===== src/rtl/mips_mem_pkg.sv =====
// mips_mem_pkg: shared encodings for the MEM-stage data-memory access path.
//   Size codes carried from EX/MEM, FSM state type, byte-enable patterns.
package mips_mem_pkg;

    localparam logic [1:0] SIZE_BYTE = 2'b00;
    localparam logic [1:0] SIZE_HALF = 2'b01;
    localparam logic [1:0] SIZE_WORD = 2'b10;   // 2'b11 is also handled as a word

    localparam logic [3:0] BE_WORD    = 4'b1111;
    localparam logic [3:0] BE_HALF_LO = 4'b0011;
    localparam logic [3:0] BE_HALF_HI = 4'b1100;

    typedef enum logic [1:0] {
        ST_IDLE = 2'd0,
        ST_WAIT = 2'd1,
        ST_DONE = 2'd2
    } mem_state_e;

endpackage


===== src/rtl/mem_access_stage_if.sv =====
// dmem_if: request/acknowledge data-memory port.
//   master (MEM stage): dmem_req, dmem_we, dmem_addr, dmem_wdata, dmem_be out;
//                       dmem_rdata, dmem_ack in.
//   slave  (memory)   : the reverse directions.
interface dmem_if;
    logic        dmem_req;
    logic        dmem_we;
    logic [31:0] dmem_addr;
    logic [31:0] dmem_wdata;
    logic [3:0]  dmem_be;
    logic [31:0] dmem_rdata;
    logic        dmem_ack;

    modport master (
        output dmem_req, dmem_we, dmem_addr, dmem_wdata, dmem_be,
        input  dmem_rdata, dmem_ack
    );

    modport slave (
        input  dmem_req, dmem_we, dmem_addr, dmem_wdata, dmem_be,
        output dmem_rdata, dmem_ack
    );
endinterface


===== src/rtl/mem_access_stage_align.sv =====
// mem_align: combinational lane handling for the MEM stage.
//   Store side: st_off/st_size/st_data -> st_wdata (lane replicated), st_be,
//               misaligned.
//   Load side : ld_off/ld_size/ld_signed/ld_rdata -> ld_data (lane selected,
//               zero/sign extended).
// Sub-word support is compiled in only when SUBWORD_ACCESS_EN is defined;
// otherwise every access is a full word.
module mem_align
    import mips_mem_pkg::*;
(
    input  logic [1:0]  st_off,
    input  logic [1:0]  st_size,
    input  logic [31:0] st_data,
    output logic [31:0] st_wdata,
    output logic [3:0]  st_be,
    output logic        misaligned,
    input  logic [1:0]  ld_off,
    input  logic [1:0]  ld_size,
    input  logic        ld_signed,
    input  logic [31:0] ld_rdata,
    output logic [31:0] ld_data
);

`ifdef SUBWORD_ACCESS_EN
    logic [7:0]  ld_byte;
    logic [15:0] ld_half;

    always_comb begin
        st_wdata   = st_data;
        st_be      = BE_WORD;
        misaligned = 1'b0;
        case (st_size)
            SIZE_BYTE: begin
                st_wdata = {4{st_data[7:0]}};
                st_be    = 4'b0001 << st_off;
            end
            SIZE_HALF: begin
                st_wdata   = {2{st_data[15:0]}};
                st_be      = st_off[1] ? BE_HALF_HI : BE_HALF_LO;
                misaligned = st_off[0];
            end
            default: misaligned = (st_off != 2'b00);
        endcase
    end

    always_comb begin
        case (ld_off)
            2'd0:    ld_byte = ld_rdata[7:0];
            2'd1:    ld_byte = ld_rdata[15:8];
            2'd2:    ld_byte = ld_rdata[23:16];
            default: ld_byte = ld_rdata[31:24];
        endcase
        ld_half = ld_off[1] ? ld_rdata[31:16] : ld_rdata[15:0];
        case (ld_size)
            SIZE_BYTE: ld_data = {{24{ld_signed & ld_byte[7]}}, ld_byte};
            SIZE_HALF: ld_data = {{16{ld_signed & ld_half[15]}}, ld_half};
            default:   ld_data = ld_rdata;
        endcase
    end
`else
    logic unused_cfg;

    assign unused_cfg = ^{st_size, ld_off, ld_size, ld_signed};
    assign st_wdata   = st_data;
    assign st_be      = BE_WORD;
    assign misaligned = (st_off != 2'b00);
    assign ld_data    = ld_rdata;
`endif

endmodule


===== src/rtl/mem_access_stage.sv =====
// mem_access_stage: MEM-stage data-memory access unit.
//   clk, reset           : pipeline clock, async active-high reset
//   MEM_MemRead/Write    : access request from EX/MEM (write wins)
//   MEM_MemSize/Signed   : access width and load extension
//   MEM_ALUResult        : byte address; MEM_WriteData: store operand
//   dmem (dmem_if.master): one req/ack transaction per access
//   MEM_ReadData         : formatted load result to MEM/WB
//   MEM_Stall            : pipeline hold while a transaction is outstanding
//   MEM_Misaligned       : one-cycle alignment fault (IDLE only)
//   MEM_BusError         : one-cycle timeout fault (first DONE cycle)
// Parameter TIMEOUT_CYCLES: WAIT cycles without ack before abort (1..65535).
// Optional macro SUBWORD_ACCESS_EN enables byte/half accesses.
module mem_access_stage
    import mips_mem_pkg::*;
#(
    parameter int unsigned TIMEOUT_CYCLES = 255
)
(
    input  logic         clk,
    input  logic         reset,
    input  logic         MEM_MemRead,
    input  logic         MEM_MemWrite,
    input  logic [1:0]   MEM_MemSize,
    input  logic         MEM_MemSigned,
    input  logic [31:0]  MEM_ALUResult,
    input  logic [31:0]  MEM_WriteData,
    dmem_if.master       dmem,
    output logic [31:0]  MEM_ReadData,
    output logic         MEM_Stall,
    output logic         MEM_Misaligned,
    output logic         MEM_BusError
);

    localparam logic [15:0] TIMEOUT_LIMIT = 16'(TIMEOUT_CYCLES);

    mem_state_e  state_q, state_d;
    logic [15:0] cnt_q, cnt_d;
    logic [31:0] addr_q, addr_d;
    logic [31:0] wdata_q, wdata_d;
    logic [3:0]  be_q, be_d;
    logic        we_q, we_d;
    logic [1:0]  off_q, off_d;
    logic [1:0]  size_q, size_d;
    logic        sgn_q, sgn_d;
    logic [31:0] rdata_q, rdata_d;
    logic        bus_err_q, bus_err_d;

    logic        access;
    logic        misaligned;
    logic [31:0] st_wdata;
    logic [3:0]  st_be;
    logic [31:0] ld_data;

    assign access = MEM_MemRead | MEM_MemWrite;

    // Store side looks at the live EX/MEM inputs; load side uses the values
    // latched at launch so the result matches the request actually issued.
    mem_align u_align (
        .st_off     (MEM_ALUResult[1:0]),
        .st_size    (MEM_MemSize),
        .st_data    (MEM_WriteData),
        .st_wdata   (st_wdata),
        .st_be      (st_be),
        .misaligned (misaligned),
        .ld_off     (off_q),
        .ld_size    (size_q),
        .ld_signed  (sgn_q),
        .ld_rdata   (dmem.dmem_rdata),
        .ld_data    (ld_data)
    );

    always_comb begin
        state_d        = state_q;
        cnt_d          = cnt_q;
        addr_d         = addr_q;
        wdata_d        = wdata_q;
        be_d           = be_q;
        we_d           = we_q;
        off_d          = off_q;
        size_d         = size_q;
        sgn_d          = sgn_q;
        rdata_d        = rdata_q;
        bus_err_d      = 1'b0;
        MEM_Stall      = 1'b0;
        MEM_Misaligned = 1'b0;

        case (state_q)
            ST_IDLE: begin
                if (access) begin
                    if (misaligned) begin
                        MEM_Misaligned = 1'b1;
                    end else begin
                        MEM_Stall = 1'b1;
                        addr_d    = {MEM_ALUResult[31:2], 2'b00};
                        wdata_d   = st_wdata;
                        be_d      = st_be;
                        we_d      = MEM_MemWrite;
                        off_d     = MEM_ALUResult[1:0];
                        size_d    = MEM_MemSize;
                        sgn_d     = MEM_MemSigned;
                        cnt_d     = '0;
                        state_d   = ST_WAIT;
                    end
                end
            end
            ST_WAIT: begin
                MEM_Stall = 1'b1;
                if (dmem.dmem_ack) begin
                    rdata_d = we_q ? '0 : ld_data;
                    state_d = ST_DONE;
                end else begin
                    cnt_d = cnt_q + 16'd1;
                    if (cnt_q + 16'd1 == TIMEOUT_LIMIT) begin
                        rdata_d   = '0;
                        bus_err_d = 1'b1;
                        state_d   = ST_DONE;
                    end
                end
            end
            ST_DONE: state_d = ST_IDLE;
            default: state_d = ST_IDLE;
        endcase
    end

    always_ff @(posedge clk or posedge reset) begin
        if (reset) begin
            state_q   <= ST_IDLE;
            cnt_q     <= '0;
            addr_q    <= '0;
            wdata_q   <= '0;
            be_q      <= '0;
            we_q      <= 1'b0;
            off_q     <= '0;
            size_q    <= '0;
            sgn_q     <= 1'b0;
            rdata_q   <= '0;
            bus_err_q <= 1'b0;
        end else begin
            state_q   <= state_d;
            cnt_q     <= cnt_d;
            addr_q    <= addr_d;
            wdata_q   <= wdata_d;
            be_q      <= be_d;
            we_q      <= we_d;
            off_q     <= off_d;
            size_q    <= size_d;
            sgn_q     <= sgn_d;
            rdata_q   <= rdata_d;
            bus_err_q <= bus_err_d;
        end
    end

    assign dmem.dmem_req   = (state_q == ST_WAIT);
    assign dmem.dmem_we    = we_q;
    assign dmem.dmem_addr  = addr_q;
    assign dmem.dmem_wdata = wdata_q;
    assign dmem.dmem_be    = be_q;

    // A misaligned access reports zero data for its fault cycle only; the
    // registered result is otherwise held until the next WAIT->DONE.
    assign MEM_ReadData = MEM_Misaligned ? '0 : rdata_q;
    assign MEM_BusError = bus_err_q;

endmodule


===== src/flat_wrapper.sv =====
// flat-port wrapper written by rule: the top's interface ports become plain ports
module mem_access_stage_flat import mips_mem_pkg::*;
#(
    parameter int unsigned TIMEOUT_CYCLES = 255
)
  (clk, reset, MEM_MemRead, MEM_MemWrite, MEM_MemSize, MEM_MemSigned, MEM_ALUResult, MEM_WriteData, MEM_ReadData, MEM_Stall, MEM_Misaligned, MEM_BusError, dmem_dmem_req, dmem_dmem_we, dmem_dmem_addr, dmem_dmem_wdata, dmem_dmem_be, dmem_dmem_rdata, dmem_dmem_ack);
  dmem_if dmem_i ();
  input  logic clk;
  input  logic reset;
  input  logic MEM_MemRead;
  input  logic MEM_MemWrite;
  input  logic [1:0] MEM_MemSize;
  input  logic MEM_MemSigned;
  input  logic [31:0] MEM_ALUResult;
  input  logic [31:0] MEM_WriteData;
  output logic [31:0] MEM_ReadData;
  output logic MEM_Stall;
  output logic MEM_Misaligned;
  output logic MEM_BusError;
  output wire logic [$bits(dmem_i.dmem_req)-1:0] dmem_dmem_req;
  output wire logic [$bits(dmem_i.dmem_we)-1:0] dmem_dmem_we;
  output wire logic [$bits(dmem_i.dmem_addr)-1:0] dmem_dmem_addr;
  output wire logic [$bits(dmem_i.dmem_wdata)-1:0] dmem_dmem_wdata;
  output wire logic [$bits(dmem_i.dmem_be)-1:0] dmem_dmem_be;
  input wire logic [$bits(dmem_i.dmem_rdata)-1:0] dmem_dmem_rdata;
  input wire logic [$bits(dmem_i.dmem_ack)-1:0] dmem_dmem_ack;
  assign dmem_dmem_req = dmem_i.dmem_req;
  assign dmem_dmem_we = dmem_i.dmem_we;
  assign dmem_dmem_addr = dmem_i.dmem_addr;
  assign dmem_dmem_wdata = dmem_i.dmem_wdata;
  assign dmem_dmem_be = dmem_i.dmem_be;
  assign dmem_i.dmem_rdata = dmem_dmem_rdata;
  assign dmem_i.dmem_ack = dmem_dmem_ack;
  mem_access_stage #(.TIMEOUT_CYCLES(TIMEOUT_CYCLES)) u_core (.clk(clk), .reset(reset), .MEM_MemRead(MEM_MemRead), .MEM_MemWrite(MEM_MemWrite), .MEM_MemSize(MEM_MemSize), .MEM_MemSigned(MEM_MemSigned), .MEM_ALUResult(MEM_ALUResult), .MEM_WriteData(MEM_WriteData), .dmem(dmem_i), .MEM_ReadData(MEM_ReadData), .MEM_Stall(MEM_Stall), .MEM_Misaligned(MEM_Misaligned), .MEM_BusError(MEM_BusError));
endmodule

===== config.mk =====
export PLATFORM = sky130hd
export DESIGN_NAME = mem_access_stage_flat
export DESIGN_NICKNAME = d
export VERILOG_FILES = /design/src/rtl/mips_mem_pkg.sv /design/src/rtl/mem_access_stage_if.sv /design/src/rtl/mem_access_stage_align.sv /design/src/rtl/mem_access_stage.sv /design/src/flat_wrapper.sv
export SDC_FILE = /design/constraint.sdc
export NUM_CORES = 1
export LEC_CHECK = 0
export ABC_CLOCK_PERIOD_IN_PS = 4960
export BUFFER_PORTS_ARGS = -buffer_cell sky130_fd_sc_hd__buf_2
export CAP_MARGIN = 20
export CELL_PAD_IN_SITES_DETAIL_PLACEMENT = 0
export CELL_PAD_IN_SITES_GLOBAL_PLACEMENT = 2
export CORE_UTILIZATION = 31
export DETAILED_ROUTE_END_ITERATION = 7
export GPL_TIMING_DRIVEN = 0
export PLACE_DENSITY = 0.87
export SYNTH_ARGS = -nofsm -noshare
export SYNTH_HDL_FRONTEND = slang
export SYNTH_HIERARCHICAL = 1
export SYNTH_SLANG_ARGS = --single-unit

===== constraint.sdc =====
create_clock -name clk -period 4.96 [get_ports clk]
set_clock_uncertainty 0.15 [all_clocks]
set_input_delay 0.992 -clock clk [delete_from_list [all_inputs] [get_ports clk]]
set_output_delay 0.992 -clock clk [all_outputs]
set_load 0.01 [all_outputs]

* After elaboration in Yosys (flattened, before gate mapping)
Cells that the tools add are included.
Storage, ports and cells: input bits 104, output and inout port bits 105, register bits 115, word-level logic and storage cells 47
Operators by class: bitwise operators 2, multiplexer cells 22, $add $sub $neg 1, reductions and logical operators 8, eq/ne operators 6
Operators with widths (count):
- $mux W32 | 4
- $mux W16 | 3
- $pmux W16 S2 | 1
- $add A16 B1 Y16 const B | 1
- $eq A16 B8 Y1 const B | 1
- $mux W1 | 8
- $mux W2 | 4
- $reduce_and A3 Y1 | 2
- $reduce_bool A2 Y1 | 3
- $ne A2 B2 Y1 const B | 2
- $pmux W2 S2 | 1
- $reduce_and A4 Y1 | 1
- $ne A3 B1 Y1 const B | 1
- $eq A2 B1 Y1 const B | 1
- $logic_not A2 Y1 | 1
- $ne A2 B1 Y1 const B | 1
- $pmux W1 S2 | 1
- $reduce_and A2 Y1 | 1
- $not A1 Y1 | 1
- $or A1 B1 Y1 | 1

* Depth between registers and ports, before layout
Gate-level depths: netlist (run 1).
word-level depth 5, mapped depth 9

* Cells and area by module
Netlist (run 1), hierarchy kept.
Modules (own cells, without submodules):
- mem_access_stage | cells an instance 488, instances 1, seq. area each 3078.0 µm², area an instance 5634.2 µm²
- mem_align | cells an instance 70, instances 1, seq. area each 0.0 µm², area an instance 520.5 µm²

* Least setup slack after synthesis (run 1)
OpenSTA, ideal clock, no wires.
kind input port to flip-flop, start input MEM_ALUResult[1], end register u_core.addr_q[19], in the netlist u_core/dmem.dmem_addr[19], slack 2.027 ns, cell stages on the path 5, data arrival time 2.658 ns, setup time 0.125 ns, data required time 4.685 ns, buffers on the path 2, path through or2_1 nor4_1 clkbuf_1 clkbuf_1 mux2_2
Between the ends: longest elaborated chain between the ends 3
RTL lines:
- from (decl) | line flat_wrapper.sv:14 | input logic [31:0] MEM_ALUResult;
- $reduce_bool A2 Y1 | line mem_access_stage_align.sv:66 | assign misaligned = (st_off != 2'b00);
- $not A1 Y1 (no line)
- $reduce_and A3 Y1 (no line)
- to (signal assigned) | line mem_access_stage.sv:141 | addr_q <= addr_d;
- to (decl) | line mem_access_stage.sv:38 | logic [31:0] addr_q, addr_d;
Every way passes these cells. A chain may end at the register's enable or synchronous reset.

* Final worst setup path (run 1)
start input MEM_ALUResult[1], end output MEM_ReadData[15]
Between the ends: longest elaborated chain between the ends 5
RTL lines:
- $reduce_bool A2 Y1 | line mem_access_stage_align.sv:66
- via u_core.misaligned | line mem_access_stage.sv:49 | logic misaligned;
- $mux W1 | line mem_access_stage.sv:90 | if (misaligned) begin
- $mux W1 | line mem_access_stage.sv:89 | if (access) begin
- $mux W1 | line mem_access_stage.sv:87 | case (state_q)
- $mux W32 | line mem_access_stage.sv:161 | assign MEM_ReadData = MEM_Misaligned ? '0 : rdata_q;
- to (decl) | line flat_wrapper.sv:16 | output logic [31:0] MEM_ReadData;
The timed path passes the listed nets, and every way through them passes these cells.

==> results of run 1 <==
routing by layer:
| metal | part of all wire, % | routed length, um | track usage [%] |
|---|---|---|---|
| met5 | 0 | 0 | 0 |
| met1 | 44 | 6360 | 19.0 |
| met3 | 4.5 | 650 | 3.70 |
| met2 | 50 | 7310 | 26.3 |
| met4 | 1.4 | 204 | 5.43 |
per-stage QoR:
step / std cells / setup slack, ns / utilization (%) / hold slack, ns
after floorplan: 552 / 0.689 / - / 0.342
after global placement: 925 / -0.964 / 37.2 / 0.334
after detailed placement: 927 / 1.18 / 37.4 / 0.340
after CTS: 957 / 1.55 / 40.4 / 0.352
after global routing: 957 / 1.42 / 40.4 / 0.360
final: 957 / 1.58 / 40.4 / 0.347
cell usage in the layout (no fill, tap or decap), drive strengths merged, types with 2 or more instances in the layout:
master    count
a21oi         4
a22oi        32
a31oi         3
and2         33
and4          2
buf         222
bufinv        2
clkbuf       43
clkinv        5
clkinvlp      2
conb          6
dfrtp       118
ha            2
inv           7
mux2         68
nand2        13
nand2b       34
nand3         8
nand4         8
nor2         21
nor3          4
nor3b         2
nor4          5
o21ai        57
o22ai         2
o31ai         2
xnor2         3
sequential cells by signal, summed over array words and instances (netlist names):
register,count
u_core/dmem.dmem_wdata,32
u_core/rdata_q,32
u_core/dmem.dmem_addr,30
u_core/cnt_q,16
u_core/dmem.dmem_be,4
u_core/state_q,2
u_core/MEM_BusError,1
u_core/dmem.dmem_we,1
power groups by stage:
stage                     Sequential, mW  Combinational [mW]  Clock (mW)
after global routing                1.36               0.960        1.26
after floorplan                     1.40               0.462           0
after global placement              1.33               0.876           0
after CTS                           1.33               0.889        1.22
after detailed placement            1.34               0.887           0
final                               1.33               0.872        1.18
final timing paths:
kind / depth (start not counted) / end
max in group asynchronous: 3 / u_core/rdata_q[11]
max: 6 / MEM_ReadData[15]
min: 1 / u_core/dmem.dmem_wdata[22]
min in group asynchronous: 2 / u_core/dmem.dmem_addr[6]
min reg2reg: 1 / u_core/dmem.dmem_wdata[22]
max reg2reg: 5 / u_core/dmem.dmem_addr[24]
critical path: cells and delay by family:
kind,cells,cell delay [ns]
and+or+nand+nor,3,0.66
buffers and inverters,3,0.58
layout make-up:
type / instances / area (um2)
fill: 1862 / 11200
sequential: 118 / 2950
clock inverter: 9 / 104
tap: 234 / 293
buffer: 103 / 682
timing repair buffer: 141 / 728
clock buffer: 21 / 460
multi-input combinational: 324 / 2330
inverter: 7 / 31.3
==> impl_metrics.env, run 1 <==
export IMPL_syn_area_um2=5970
export IMPL_worstHoldPathType="reg -> reg"
export IMPL_clk_latency_ns=0.41
export IMPL_grt_pass1_vias=4465
export IMPL_synth_warnings=6
export IMPL_core_area_um2=18800
export IMPL_cts_root_buf="clkbuf_16"
export IMPL_path_clk_slew_ns=0.05
export IMPL_internal_power_mw=2.39
export IMPL_num_antenna_cells=0
export IMPL_clockBufferDepth=2
export IMPL_critPathCaptureType="output port"
export IMPL_clock_sinks=118
export IMPL_post_dp_cell_area_um2=7010
export IMPL_rrSetupSlack_ns=2.14
export IMPL_dp_hpwl_um=10600
export IMPL_ctsHoldBuffers=0
export IMPL_post_cts_buffers=0
export IMPL_area_delta_synth_final_pct=26.9
export IMPL_via_per_inst=4.64
export IMPL_rows=50
export IMPL_holdCritStartpoint="u_core/dmem.dmem_wdata[22]"
export IMPL_rsz0062_at_grt="no"
export IMPL_die_h_um=141
export IMPL_layout_nets=818
export IMPL_swShare_pct=29.2
export IMPL_antenna_found_initial=0
export IMPL_final_hold_violation_count=0
export IMPL_cts_tree="done"
export IMPL_dieArea_um2=19800
export IMPL_worst_pin_slew_ns=0.631
export IMPL_post_cts_resized=0
export IMPL_drv_cap=0
export IMPL_die_w_um=141
export IMPL_wl_per_cell_um=15.2
export IMPL_crit_required_ns=3.82
export IMPL_fmax_mhz=296
export IMPL_crit_chain="buf_2, or2_1, nand2_1, clkbuf_1, and2_1, buf_2"
export IMPL_p_comb_share_pct=25.8
export IMPL_post_route_cell_area_um2=7580
export IMPL_p_total_mw=3.38
export IMPL_vias=4440
export IMPL_ant_nets=0
export IMPL_startpoint_type="input port"
export IMPL_switching_power_mw=0.988
export IMPL_setup_worst_path_class="in -> out"
export IMPL_first_iter_violations=223
export IMPL_outcome="finished, final reports clean"
export IMPL_crit_slowest_cell="clkbuf_1"
export IMPL_vdd_drop_max_v=0.000249
export IMPL_final_setup_tns_ns=0
export IMPL_crit_top_cell="buf_2"
export IMPL_cp_data_arrival_time_ns=2.23
export IMPL_syn_area_per_cell_um2=10.9
export IMPL_place_congestion=0.743
export IMPL_drv_slew=0
export IMPL_seq_power_share_pct=39.2
export IMPL_drcViolationCount=0
export IMPL_period_needed_ns=3.38
export IMPL_cp_slowest_stage_delay_ns=0.35
export IMPL_initial_utilization_pct=31.8
export IMPL_cts_buffers=17
export IMPL_reg2reg_from="u_core/state_q[0]"
export IMPL_grtUsageTotal_pct=15.4
export IMPL_htree_num_levels=4
export IMPL_drtPass1Iterations=7
export IMPL_setup_viol=0
export IMPL_power_share_clock_pct=35.0
export IMPL_leakage_nw=3.48
export IMPL_grt_max_degree=66
export IMPL_pin_count=209
export IMPL_syn_inst=548
export IMPL_routed_wl_um=14500
export IMPL_slew_headroom_pct=57.9
export IMPL_worst_path_max_fanout=10
export IMPL_layout_drive_gt1_share_pct=44.8
export IMPL_period_share_pct=68.1
export IMPL_startpoint="MEM_ALUResult[1]"
export IMPL_power_density_nw_per_um2=446
export IMPL_grt_overflow_total=0
export IMPL_io_buffers=139
export IMPL_grt_pass1_wl_um=23700
Power figures use the tool's default switching activity.
==> inputs of run 2 (changes only) <==
ABC_CLOCK_PERIOD_IN_PS = 3200   (was 4960)
clock period = 3.2 ns   (was 4.96 ns; I/O delays follow)
==> run 2 against run 1 <==
Worst setup slack lost 1.2 ns; largest cell class unchanged; global-route usage fell by 0.075 points; wire length is 0.31% higher; combinational power grew 56%.
==> impl_metrics.env, run 2 (same netlist as run 1, synthesis figures left out) <==
export IMPL_ant_nets=0
export IMPL_place_congestion=0.794
export IMPL_routed_wl_um=14600
export IMPL_crit_required_ns=3.34
export IMPL_final_common_cell="buf_2"
export IMPL_dp_hpwl_um=11000
export IMPL_initial_utilization_pct=31.8
export IMPL_critPathCaptureType="flop"
export IMPL_vias=4459
export IMPL_antenna_found_initial=0
export IMPL_cp_data_arrival_time_ns=2.94
export IMPL_grt_pass1_wl_um=23600
export IMPL_p_comb_share_pct=25.1
export IMPL_cts_root_buf="clkbuf_16"
export IMPL_stdcell_count=962
export IMPL_pin_count=209
export IMPL_vdd_drop_max_v=0.000365
export IMPL_htree_num_levels=4
export IMPL_fmax_mhz=358
export IMPL_outcome="finished, final reports clean"
export IMPL_setup_worst_path_class="in -> reg"
export IMPL_grtUsageTotal_pct=15.3
export IMPL_layout_nets=821
export IMPL_drv_slew=0
export IMPL_slew_headroom_pct=57.9
export IMPL_area_delta_synth_final_pct=28.6
export IMPL_cts_buffers=17
export IMPL_power_density_nw_per_um2=706
export IMPL_num_antenna_cells=0
export IMPL_nFillCells=1860
export IMPL_rsz0062_at_grt="no"
export IMPL_rows=50
export IMPL_first_iter_violations=149
export IMPL_startpoint_type="input port"
export IMPL_setup_viol=0
export IMPL_die_w_um=141
export IMPL_internal_power_mw=3.79
export IMPL_worst_pin_slew_ns=0.630
export IMPL_dieArea_um2=19800
export IMPL_post_cts_buffers=0
export IMPL_drcViolationCount=0
export IMPL_post_cts_resized=0
export IMPL_switching_power_mw=1.63
export IMPL_clockBufferDepth=2
export IMPL_drtPass1Iterations=4
export IMPL_via_per_inst=4.64
export IMPL_seq_power_share_pct=38.0
export IMPL_die_h_um=141
export IMPL_worstHoldPathType="in -> async"
export IMPL_worst_path_max_fanout=10
export IMPL_period_share_pct=87.4
export IMPL_leakage_nw=3.52
export IMPL_period_needed_ns=2.80
export IMPL_swShare_pct=30.1
export IMPL_dp_cells=930
export IMPL_mostFrequentLayoutCells="buf_2 (148), dfrtp_1 (118), buf_4 (70)"
export IMPL_grt_overflow_total=0
export IMPL_ctsHoldBuffers=0
export IMPL_layout_drive_gt1_share_pct=45.5
export IMPL_path_clk_slew_ns=0.06
export IMPL_clk_latency_ns=0.41
export IMPL_utilization_pct=40.9
export IMPL_clock_sinks=118
export IMPL_cts_tree="done"
export IMPL_wl_per_cell_um=15.1
export IMPL_grt_pass1_vias=4495
export IMPL_core_area_um2=18800
export IMPL_drv_cap=0
export IMPL_power_share_clock_pct=36.9
export IMPL_final_hold_violation_count=0
export IMPL_grt_max_degree=36
export IMPL_io_buffers=139
## run 2: cell count changes in the layout (fill, tap and decap cells not counted), sizes merged
cell | before | now
clkinvlp | 2 | 3
clkbuf | 43 | 39
bufinv | 2 | 3
buf | 222 | 225
inv | 7 | 14
clkinv | 5 | 2
## run 2: per-stage QoR
| stage | setup slack, ns | area, um2 | power [mW] | hold WS [ns] | TNS [ns] |
|---|---|---|---|---|---|
| after floorplan | 0.619 | 5990 | 2.89 | 0.342 | 0 |
| after global placement | -0.555 | 6980 | 3.43 | 0.335 | -15.19 |
| after detailed placement | -0.0721 | 7070 | 3.47 | 0.340 | -0.462 |
| after CTS | 0.345 | 7680 | 5.50 | 0.122 | 0 |
| after global routing | 0.177 | 7680 | 5.72 | 0.132 | 0 |
| final | 0.403 | 7680 | 5.42 | 0.129 | 0 |
## run 2: routing by layer
metal / global-route usage (%) / vias up / share of wire [%]
met4: 5.43 / 0 / 2.0
li1: - / 2176 / -
met2: 25.2 / 109 / 49
met3: 4.31 / 19 / 4.5
met1: 19.3 / 2155 / 45
met5: 0 / - / 0
## run 2: final timing paths
| kind | from | to | slack, ns | cells after the start |
|---|---|---|---|---|
| worst max-delay path | MEM_ALUResult[1] | u_core/dmem.dmem_addr[24] | 0.40 | 7 |
| worst min-delay path | reset | u_core/dmem.dmem_addr[21] | 0.13 | 3 |
| worst max register to register | u_core/cnt_q[1] | u_core/state_q[0] | 0.43 | 8 |
| worst min register to register | u_core/dmem.dmem_wdata[25] | u_core/dmem.dmem_wdata[25] | 0.35 | 1 |
| max in group asynchronous | reset | u_core/dmem.dmem_be[3] | 2.11 | 5 |
| min in group clk | MEM_ALUResult[28] | u_core/dmem.dmem_addr[28] | 0.30 | 2 |
## run 2: power by group through the flow
stage | Sequential (mW) | Clock [mW] | Combinational [mW]
floorplan | 2.17 | 0 | 0.716
global placement | 2.07 | 0 | 1.36
detailed placement | 2.09 | 0 | 1.38
CTS | 2.06 | 2.05 | 1.39
global route | 2.12 | 2.11 | 1.49
finish | 2.06 | 2.00 | 1.36
## run 2: area by class of cell
cell class	instances	area, um2	area share, %
well taps	234	293	3.81
clock buffers	17	425	5.54
flip-flops and latches	118	2950	38.4
clock inverters	15	191	2.49
multi-input cells	324	2330	30.3
repair buffers	144	781	10.2
inverters	7	30.0	0.391
plain buffers	103	682	8.88
## run 2: worst max-delay path, cell delays in order
cell	delay (ns)
buf_2	0.09
or2_1	0.27
nor4_1	0.36
buf_2	0.24
clkbuf_1	0.39
clkbuf_1	0.54
mux2_2	0.40
==> inputs of run 3 (changes only) <==
CELL_PAD_IN_SITES_DETAIL_PLACEMENT = not set   (was 0)
CELL_PAD_IN_SITES_GLOBAL_PLACEMENT = not set   (was 2)
CORE_UTILIZATION = 51   (was 31)
PLACE_DENSITY = 0.88   (was 0.87)
==> run 3 against run 2 <==
The flow now finishes with violations (DRC); final area down 1.5%; register-to-register slack worse by 0.08 ns; first-iteration DRC count grew to 2.5 times the previous value; wire length is 2.3% lower; sequential share of layout area rose by 0.57 points; critical path type unchanged; highest routed layer unchanged.
==> impl_metrics.env, run 3 (same netlist as run 1, synthesis figures left out) <==
export IMPL_outcome="complete, but fails checks"
export IMPL_violations="DRC"
export IMPL_post_cts_resized=0
export IMPL_rsz0062_at_grt="no"
export IMPL_clk_latency_ns=0.41
export IMPL_p_total_mw=5.47
export IMPL_die_w_um=110
export IMPL_num_antenna_cells=0
export IMPL_cts_root_buf="clkbuf_16"
export IMPL_grtUsageTotal_pct=24.9
export IMPL_htree_num_levels=4
export IMPL_setup_worst_path_class="in -> reg"
export IMPL_drv_slew=0
export IMPL_first_iter_violations=379
export IMPL_slew_headroom_pct=45.9
export IMPL_place_congestion=0.872
export IMPL_pin_count=209
export IMPL_final_hold_violation_count=0
export IMPL_worst_path_max_fanout=10
export IMPL_drv_cap=0
export IMPL_initial_utilization_pct=52.3
export IMPL_antenna_found_initial=0
export IMPL_startpoint_type="input port"
export IMPL_area_delta_synth_final_pct=26.7
export IMPL_drtPass1Iterations=7
export IMPL_grt_pass1_vias=4641
export IMPL_dieArea_um2=12100
export IMPL_die_h_um=110
export IMPL_crit_required_ns=3.34
export IMPL_layout_nets=820
export IMPL_worstHoldPathType="in -> reg"
export IMPL_nFillCells=859
export IMPL_multiInputGateArea_um2=2330
export IMPL_io_buffers=139
export IMPL_vias=4642
export IMPL_layout_drive_gt1_share_pct=44.8
export IMPL_ant_nets=0
export IMPL_cp_data_arrival_time_ns=3.16
export IMPL_register_area_um2=2950
export IMPL_clock_sinks=118
export IMPL_cts_tree="done"
export IMPL_cts_buffers=17
export IMPL_path_clk_slew_ns=0.05
export IMPL_stdcell_count=869
export IMPL_grt_pass1_wl_um=22300
export IMPL_clockBufferDepth=2
export IMPL_setup_viol=0
export IMPL_period_share_pct=94.5
export IMPL_period_needed_ns=3.02
export IMPL_leakage_nw=3.52
export IMPL_wl_per_cell_um=16.4
export IMPL_fmax_mhz=331
export IMPL_power_density_nw_per_um2=722
export IMPL_grt_max_degree=43
export IMPL_hold_slack_ns=0.311
export IMPL_final_common_cell="buf_2"
export IMPL_worst_pin_slew_ns=0.804
export IMPL_dp_cells=837
export IMPL_grt_overflow_total=0
export IMPL_dp_hpwl_um=10300
export IMPL_routed_wl_um=14200
export IMPL_vdd_drop_max_v=0.000617
export IMPL_drcViolationCount=2
export IMPL_rows=39
export IMPL_via_per_inst=5.34
export IMPL_post_cts_buffers=0
export IMPL_core_area_um2=11400
export IMPL_critPathCaptureType="flop"
export IMPL_mostFrequentLayoutCells="buf_2 (147), dfrtp_1 (118), buf_4 (70)"
export IMPL_ctsHoldBuffers=1
run 3: cell count changes in the layout (fill, tap and decap cells not counted):
cell	previous run	this run
buf_12	4	3
dlygate4sd3_1	0	1
clkbuf_8	0	4
bufinv_16	3	4
clkinvlp_4	3	2
inv_6	7	1
buf_2	148	147
clkinv_4	1	0
clkbuf_1	22	25
inv_8	1	0
run 3: per-stage QoR:
step	util (%)	area [um2]	TNS [ns]	setup slack (ns)
final	66.3	7570	0	0.176
after global placement	60.1	6870	-4.01	-0.320
after detailed placement	60.7	6930	-3.06	-0.319
after global routing	66.3	7570	0	0.0379
after CTS	66.3	7570	0	0.104
after floorplan	-	5990	0	0.619
run 3: layout make-up:
class,instances,share of cell area (%)
inverters,7,0.397
multi-input cells,324,30.7
plain buffers,103,9.01
well taps,143,2.36
repair buffers,143,10.1
clock inverters,7,1.87
flip-flops and latches,118,39.0
clock buffers,24,6.50
run 3: per-layer routing:
metal	up-vias	wire (um)	track usage (%)	share of wire, %
li1	2167	-	-	-
met1	2237	5440	27.8	38
met2	210	7540	43.9	53
met3	28	914	7.11	6.4
met4	0	340	11.4	2.4
met5	-	0	0	0
run 3: worst paths after layout:
path / start / endpoint / slack [ns] / cells after the start
worst max-delay path: MEM_ALUResult[1] / u_core/dmem.dmem_addr[20] / 0.18 / 6
worst min-delay path: dmem_dmem_rdata[23] / u_core/rdata_q[23] / 0.31 / 3
worst max register to register: u_core/state_q[0] / u_core/dmem.dmem_addr[20] / 0.35 / 4
worst min register to register: u_core/dmem.dmem_wdata[3] / u_core/dmem.dmem_wdata[3] / 0.35 / 1
max in group asynchronous: reset / u_core/rdata_q[31] / 1.34 / 6
min in group asynchronous: reset / u_core/dmem.dmem_addr[6] / 0.57 / 3
run 3: worst max-delay path, cell delays in order:
cell,delay (ns)
buf_2,0.09
or2_1,0.28
nor4_1,0.69
clkbuf_1,0.49
clkbuf_1,0.56
mux2_2,0.41
run 3: power breakdown:
part,switching [mW],internal [mW],total (mW)
combinational,0.679,0.694,1.37
clock,0.640,1.38,2.02
sequential,0.221,1.85,2.07
total,1.54,3.93,5.47
